**src/rtl/sram_controller.sv**
```systemverilog
`default_nettype none
// +----------------------------------------------------------------------------+
// | Module   : sram_controller                                                 |
// | Brief    : MEM-stage controller for a 16-bit external SRAM. Each 32-bit    |
// |            load/store is split into a low and a high half-word access,     |
// |            followed by WAIT_CYCLES wait states and a one-cycle ready.      |
// |            Optional single-entry read buffer enabled by the macro          |
// |            SRAM_RDBUF_EN (default build: buffer absent).                   |
// | Revision : 1.0 - initial release                                           |
// +----------------------------------------------------------------------------+
module sram_controller #(
  parameter logic [31:0] BASE_ADDR   = 32'd1024,
  parameter int          SRAM_AW     = 18,
  parameter int          WAIT_CYCLES = 3
) (
  input  logic               clk,
  input  logic               rst,
  input  logic               wr_en,
  input  logic               rd_en,
  input  logic [31:0]        address,
  input  logic [31:0]        write_data,
  output logic [31:0]        read_data,
  output logic               ready,
  output logic               pause,
  output logic [SRAM_AW-1:0] sram_addr,
  output logic               sram_we_n,
  output logic [15:0]        sram_dq_out,
  output logic               sram_dq_oe,
  input  logic [15:0]        sram_dq_in
);

  // Last wait-state count value; irrelevant when there are no wait states.
  localparam logic [3:0] c_wait_last = (WAIT_CYCLES > 0) ? 4'(WAIT_CYCLES - 1) : 4'd0;

  typedef enum logic [2:0] {
    S_IDLE = 3'd0,
    S_LO   = 3'd1,
    S_HI   = 3'd2,
    S_WAIT = 3'd3,
    S_DONE = 3'd4
  } state_t;

  state_t             r_state;
  logic               r_is_wr;
  logic [15:0]        r_wdata_hi;
  logic [SRAM_AW-2:0] r_word_idx;
  logic [3:0]         r_wait_cnt;
  logic [31:0]        r_read_data;
  logic               r_ready;

  logic [31:0]        w_off;
  logic [SRAM_AW-2:0] w_word_idx;
  logic               w_req;
  logic               w_hit;
  logic               w_start;
  logic               w_unused_off_bits;

  // Byte offset into the SRAM window; bits above the SRAM range simply alias.
  assign w_off             = address - BASE_ADDR;
  assign w_word_idx        = w_off[SRAM_AW:2];
  assign w_unused_off_bits = ^{w_off[31:SRAM_AW+1], w_off[1:0]};
  assign w_req             = wr_en | rd_en;
  // A buffer hit is answered in IDLE without touching the SRAM.
  assign w_start           = (r_state == S_IDLE) & w_req & ~w_hit;

`ifdef SRAM_RDBUF_EN
  logic        r_buf_valid;
  logic [31:0] r_buf_tag;
  logic [31:0] r_buf_data;
  logic [31:0] r_req_addr;

  assign w_hit = (r_state == S_IDLE) & rd_en & ~wr_en & r_buf_valid & (r_buf_tag == address);

  // Read buffer: refilled by every completed read, invalidated by a store to the tag.
  always_ff @(posedge clk or negedge rst) begin
    if (!rst) begin
      r_buf_valid <= 1'b0;
      r_buf_tag   <= 32'd0;
      r_buf_data  <= 32'd0;
      r_req_addr  <= 32'd0;
    end else begin
      if (w_start) begin
        r_req_addr <= address;
        if (wr_en && (address == r_buf_tag)) begin
          r_buf_valid <= 1'b0;
        end
      end
      if ((r_state == S_DONE) && !r_is_wr) begin
        r_buf_valid <= 1'b1;
        r_buf_tag   <= r_req_addr;
        r_buf_data  <= r_read_data;
      end
    end
  end

  assign read_data = w_hit ? r_buf_data : r_read_data;
`else
  assign w_hit     = 1'b0;
  assign read_data = r_read_data;
`endif

  assign ready = r_ready | w_hit;
  assign pause = w_req & ~ready;

  // Transaction sequencer; all SRAM pins are registered here.
  always_ff @(posedge clk or negedge rst) begin
    if (!rst) begin
      r_state     <= S_IDLE;
      r_is_wr     <= 1'b0;
      r_wdata_hi  <= 16'd0;
      r_word_idx  <= '0;
      r_wait_cnt  <= 4'd0;
      r_read_data <= 32'd0;
      r_ready     <= 1'b0;
      sram_addr   <= '0;
      sram_we_n   <= 1'b1;
      sram_dq_out <= 16'd0;
      sram_dq_oe  <= 1'b0;
    end else begin
      case (r_state)
        S_IDLE: begin
          if (w_start) begin
            // Store wins when both requests are raised together.
            r_state     <= S_LO;
            r_is_wr     <= wr_en;
            r_wdata_hi  <= write_data[31:16];
            r_word_idx  <= w_word_idx;
            sram_addr   <= {w_word_idx, 1'b0};
            sram_we_n   <= ~wr_en;
            sram_dq_oe  <= wr_en;
            sram_dq_out <= write_data[15:0];
          end
        end
        S_LO: begin
          if (!r_is_wr) begin
            r_read_data[15:0] <= sram_dq_in;
          end
          sram_addr   <= {r_word_idx, 1'b1};
          sram_dq_out <= r_wdata_hi;
          r_state     <= S_HI;
        end
        S_HI: begin
          if (!r_is_wr) begin
            r_read_data[31:16] <= sram_dq_in;
          end
          sram_we_n  <= 1'b1;
          sram_dq_oe <= 1'b0;
          r_wait_cnt <= 4'd0;
          if (WAIT_CYCLES == 0) begin
            r_state <= S_DONE;
            r_ready <= 1'b1;
          end else begin
            r_state <= S_WAIT;
          end
        end
        S_WAIT: begin
          if (r_wait_cnt == c_wait_last) begin
            r_wait_cnt <= 4'd0;
            r_state    <= S_DONE;
            r_ready    <= 1'b1;
          end else begin
            r_wait_cnt <= r_wait_cnt + 4'd1;
          end
        end
        S_DONE: begin
          r_ready <= 1'b0;
          r_state <= S_IDLE;
        end
        default: begin
          r_state    <= S_IDLE;
          r_ready    <= 1'b0;
          sram_we_n  <= 1'b1;
          sram_dq_oe <= 1'b0;
        end
      endcase
    end
  end

endmodule
`default_nettype wire

```
**config.mk**
```make
export PLATFORM = sky130hd
export DESIGN_NAME = sram_controller
export DESIGN_NICKNAME = d
export VERILOG_FILES = /design/src/rtl/sram_controller.sv
export SDC_FILE = /design/constraint.sdc
export NUM_CORES = 1
export LEC_CHECK = 0
export CAP_MARGIN = 25
export CORE_ASPECT_RATIO = 0.6
export CORE_UTILIZATION = 42
export CTS_BUF_LIST = sky130_fd_sc_hd__clkbuf_2 sky130_fd_sc_hd__clkbuf_4 sky130_fd_sc_hd__clkbuf_8
export DETAILED_ROUTE_END_ITERATION = 10
export PLACE_DENSITY = 0.78
export SETUP_SLACK_MARGIN = 0.15
export SYNTH_ARGS = -nofsm -noshare
export SYNTH_HDL_FRONTEND = slang
export SYNTH_SLANG_ARGS = --single-unit
```
**constraint.sdc**
```tcl
create_clock -name clk -period 1.9 [get_ports clk]
set_clock_uncertainty 0.2 [all_clocks]
set_input_delay 0.38 -clock clk [delete_from_list [all_inputs] [get_ports clk]]
set_output_delay 0.38 -clock clk [all_outputs]
set_load 0.005 [all_outputs]
```
==> results of run 1 <==
layout by cell type (no fill, tap or decap), types with 4 or more instances in the layout:
master,Yosys,routed
nand2_1,127,106
dfrtp_1,109,106
dlygate4sd2_1,0,72
clkdlybuf4s50_1,0,59
buf_4,2,50
a22oi_2,0,18
nand2_2,0,16
mux2_2,32,16
mux2_4,0,16
buf_6,0,14
buf_12,0,10
a21o_1,9,9
o21ai_0,10,9
clkbuf_8,0,9
nor2_1,8,8
a221o_1,8,8
a22oi_1,25,7
inv_1,5,5
nand2_4,0,5
buf_16,0,5
or4_4,3,4
critical path, cell delays in order (launching register included):
cell     delay (ns)
dfrtp_2        0.47
nor3_4         0.29
buf_4          0.16
and2_4         0.22
buf_12         0.13
buf_12         0.12
a22oi_2        0.08
nand2_1        0.11
kinds of logic after synthesis:
group,count (synthesis),synth area share [%]
flip-flops,110,61.2
AO/OA/AOI/OAI,68,11.0
multiplexers,33,8.23
buffers and inverters,26,2.48
adder cells (fa/ha/maj),3,0.835
AND/OR/NAND/NOR,160,15.5
XOR/XNOR,4,0.779
stage by stage:
stage	TNS (ns)	worst slack, ns
5_1_grt	-0.0323	-0.0125
2_1_floorplan	0	0.000239
3_3_place_gp	-15.77	-0.481
4_1_cts	0	0.0473
6_report	0	0.0613
3_5_place_dp	-16.56	-0.537
cell usage after synthesis, types with 4 or more instances:
library cell  number  area share (%)
mux2_2            32             8.0
a22oi_1           25             4.2
dfrtp_1          109              61
a21o_1             9             1.5
buf_2              5            0.56
inv_1              5            0.42
buf_1              4            0.33
nor2_1             8            0.67
clkbuf_1          10            0.83
nand2_1          127              11
o21ai_0           10             1.1
a21oi_1            6            0.67
a221o_1            8             1.8
nand2b_1           4            0.56
worst max path at each step:
stage | start | endpoint | slack (ns)
global placement | address[14] | sram_addr[17] | -0.48
floorplan | address[14] | r_word_idx[16] | 0.0002
CTS | r_state[0] | sram_addr[10] | 0.05
global route | r_state[2] | sram_dq_out[13] | -0.01
finish | r_state[2] | sram_dq_out[6] | 0.06
detailed placement | address[14] | sram_addr[17] | -0.54
final cells by class:
class	count	area share (%)
Clock buffer	9	1.68
Clock inverter	7	1.40
Inverter	5	0.255
Multi-Input combinational cell	268	26.4
Sequential cell	110	37.5
Tap cell	135	2.30
Timing Repair Buffer	220	30.5
what timing repair did:
action                                  4_1_cts  5_1_grt
gates cloned                                  6        3
pin swaps                                    12       43
gates resized for setup                     116       59
endpoints found under the hold margin        27        0
hold buffers                                  1        0
endpoints found under the setup margin      129       82
buffers inserted                             29        7
where the power goes:
part	total (µW)	leakage, µW	internal (µW)	switching (µW)
logic	6210	0.00214	3620	2580
registers	4220	0.00134	3500	719
clock network	1630	0.000117	765	863
total	12000	0.00360	7880	4170
registers in the layout, summed over array words and instances (netlist names), 3 cells and up:
signal       flops
r_state          3
r_wait_cnt       4
r_wdata_hi      16
r_word_idx      17
read_data       32
sram_addr       18
sram_dq_out     16
routing by layer:
| layer | share of wire, % | vias up |
|---|---|---|
| li1 | - | 1807 |
| met1 | 44 | 1925 |
| met2 | 47 | 159 |
| met3 | 8.2 | 15 |
| met4 | 0.82 | 0 |
| met5 | 0 | - |
==> out/summary.txt, run 1 <==
Antenna violations before repair: 0
Number of synthesized register bits: 110
Area delta synth->final: 63.5%
Clock root buffer: clkbuf_8
Yosys cell types: 43
Outcome: finished, final reports clean
TritonCTS clock tree: built
Ys Warns: 0
Floorplan row count: 28
Tot Pwr: 12000 µW
WP data required: 2.03 ns
Clk slew on worst S/H paths: 0.12 ns
Area occupied by multi-input gates: 0.00194 mm²
Setup violators final: 0
PortBufs: 138
R2r worst-path depth: 7
Fin crit share: 96.8%
Number of flops mapped to enable cells by yosys: 0
CTS sink cnt: 110
Maximum number of pins on one net before global-route repair: 41
Hold WS: 0.270 ns
Critical Path Source Type: flop
Core ar.: 0.0101 mm²
Skew-Pair Late Insertion Delay: 0.38 ns
Chip width: 136 µm
Met1 Usage GRT: 31.3%
Fin. Hold Viols: 0
GR Layer Usage met3: 7.75%
Gr usage total: 23.8%
Worst R2R Start: r_state[2]
H-tree level count: 3
Power per cell area: 1640 mW/mm²
Vias in the first global route: 3753
Hpwl dp: 7880 µm
Critical-path maximum fanout: 6
R2r setup slk: 0.06 ns
Max Slew Vio Count: 0
Fin cells: 754
Nets: 701
Antenna-violating nets left: 0
FF-to-FF End: sram_dq_out[6]
Vias: 3906
Mapped Avg Cell Area: 11.1 µm²
Routed WL: 13200 µm
Fin crit period: 1.84 ns
Global route total overflow: 0
Iter 0 DRT Violations: 199
RSZ-0062 raised after global routing: yes
Area after DPL: 0.00638 mm²
Leak: 0.00360 µW
Inserted Clock Buffers: 9
Ant. Diodes: 0
Full die area: 0.0111 mm²
Ys flop type: dfrtp_1
Post-layout util: 72.6%
Initial Util: 44.4%
Grt peak-use layer: met2
Clk buf depth: 2
Crit path kind: flop to flop
Final Cell Area: 0.00735 mm²
Slew HR: 71.8%
Met2 usage: 38.6%
VDD IR-drop max: 0.704 mV
WL/cell: 17.5 µm
Seq/Total Area, Yosys: 61.2%
Cell count after synthesis: 404
TritonRoute pass-1 iters: 4
Via density: 5.18
Routability cong.: 0.828
Hold Path Class: input port to asynchronous set/reset pin
Die H: 82.2 µm
Register Area: 0.00276 mm²
Placed Instances: 692
Post-synth ARST share: 100%
# DRC: 0
Share of layout cells above drive strength 1: 31.3%
Post-Synthesis Cell Area: 0.00450 mm²
# IOs: 154
Max_cap viols: 0
Fill cell count: 720
Net count after synthesis: 491
Arrival @ worst endpoint: 1.97 ns
CP Capture Type: flop
Worst slew pin tran: 0.423 ns
First-pass GRT wire length: 19700 µm
Max frequency: 544 MHz
(Power assumes the default switching activity.)
==> run 2: changes to the inputs <==
Settings changed: RECOVER_POWER set to 100.
==> out/summary.txt, run 2 (synthesis results as in run 1) <==
Outcome: finished, final reports clean
Clk slew on worst S/H paths: 0.11 ns
Crit-path max cell delay: 0.47 ns
Worst R2R Start: r_state[2]
WP data required: 2.02 ns
Worst slew pin tran: 0.800 ns
CP cell instances: nor3_4 > buf_4 > and2_4 > buf_12 > buf_12 > a22oi_2 > nand2_1
Die H: 82.2 µm
Gr usage total: 23.8%
Hold Path Class: flop to flop
Ant. Diodes: 0
Area delta synth->final: 63.2%
Antenna violations before repair: 0
Iter 0 DRT Violations: 198
Max_cap viols: 0
Global route total overflow: 0
CP Capture Type: flop
Critical-path maximum fanout: 6
VDD IR-drop max: 0.704 mV
Commonest cells after routing, fill and taps aside: nand2_1 (106), dfrtp_1 (106), dlygate4sd2_1 (72), clkdlybuf4s50_1 (59), buf_4 (48)
Routed WL: 13100 µm
WL/cell: 17.4 µm
Setup violators final: 0
Routability cong.: 0.828
Final WS setup: 0.0546 ns
Max reg flops: 32
Hpwl dp: 7880 µm
PortBufs: 138
Hold_sp: sram_addr[5]
Vias in the first global route: 3753
Max frequency: 542 MHz
Nets: 701
Skew-Pair Late Insertion Delay: 0.38 ns
Critical Path Source Type: flop
Maximum number of pins on one net before global-route repair: 41
Vias: 3909
Crit path kind: flop to flop
Post-layout util: 72.5%
Arrival @ worst endpoint: 1.97 ns
Slew HR: 46.7%
Antenna-violating nets left: 0
Initial Util: 44.4%
Slowest CP cell: dfrtp_2
# DRC: 0
Max Slew Vio Count: 0
Area after DPL: 0.00638 mm²
Leak: 0.00360 µW
TritonCTS clock tree: built
RSZ-0062 raised after global routing: yes
Core ar.: 0.0101 mm²
First-pass GRT wire length: 19700 µm
Fin crit period: 1.85 ns
H-tree level count: 3
CTS sink cnt: 110
Fin. Hold Viols: 0
Pre-CTS setup slack: -0.537 ns
Clock root buffer: clkbuf_8
Full die area: 0.0111 mm²
TritonRoute pass-1 iters: 4
Setup_tns: 0 ns
Clk buf depth: 2
Fin crit share: 97.1%
Crit. Startpoint: r_state[2]
# IOs: 154
Chip width: 136 µm
Via density: 5.18
Floorplan row count: 28
Tot Pwr: 12000 µW
Power per cell area: 1640 mW/mm²
Final Cell Area: 0.00734 mm²
Share of layout cells above drive strength 1: 31.3%
Inserted Clock Buffers: 9
Most used cell, CP: buf_12
-- run 2: critical path, delay by kind of cell, from the launching register on --
family	cells	cell delay, ns
and+or+nand+nor	3	0.62
AOI/OAI and AO/OA	1	0.08
DFF	1	0.47
buffers and inverters	3	0.41
-- run 2: per-stage QoR --
step / std cells / hold slack, ns
floorplan: 404 / -0.116
global placement: 692 / 0.137
detailed placement: 692 / 0.145
CTS: 744 / 0.261
global route: 754 / 0.275
finish: 754 / 0.270
-- run 2: worst paths after layout --
path                       slack (ns)  cells past startpoint             end
max reg2reg                      0.05                      7  sram_dq_out[6]
max                              0.05                      7  sram_dq_out[6]
min reg2reg                      0.27                      2    sram_addr[5]
min                              0.27                      2    sram_addr[5]
max in group asynchronous        0.25                      3    read_data[9]
min in group asynchronous        0.41                      2   r_word_idx[2]
-- run 2: area by class of cell --
| type | count | area [µm²] |
|---|---|---|
| Fill cell | 722 | 2780 |
| Sequential cell | 110 | 2760 |
| Timing Repair Buffer | 220 | 2230 |
| Multi-Input combinational cell | 268 | 1940 |
| Tap cell | 135 | 169 |
| Clock buffer | 9 | 124 |
| Clock inverter | 7 | 103 |
| Inverter | 5 | 18.8 |
-- run 2: layer usage --
metal | track usage [%] | wire length [µm] | vias up
met4 | 5.62 | 141 | 0
met1 | 31.3 | 5840 | 1926
met3 | 7.75 | 1050 | 17
met5 | 0 | 0 | -
li1 | - | - | 1809
met2 | 38.6 | 6110 | 157
-- run 2: what timing repair did --
item,CTS,global route
cloned,6,3
hold buffers,1,0
resized for setup,116,59
endpoints found under the setup margin,129,82
setup buffers,29,7
endpoints found under the hold margin,27,0
pin swaps,12,43
-- run 2: report_power, final --
group          total (µW)  internal [µW]  switching [µW]
logic                6200           3620            2580
clock network        1620            765             855
registers            4210           3500             718
total               12000           7880            4160
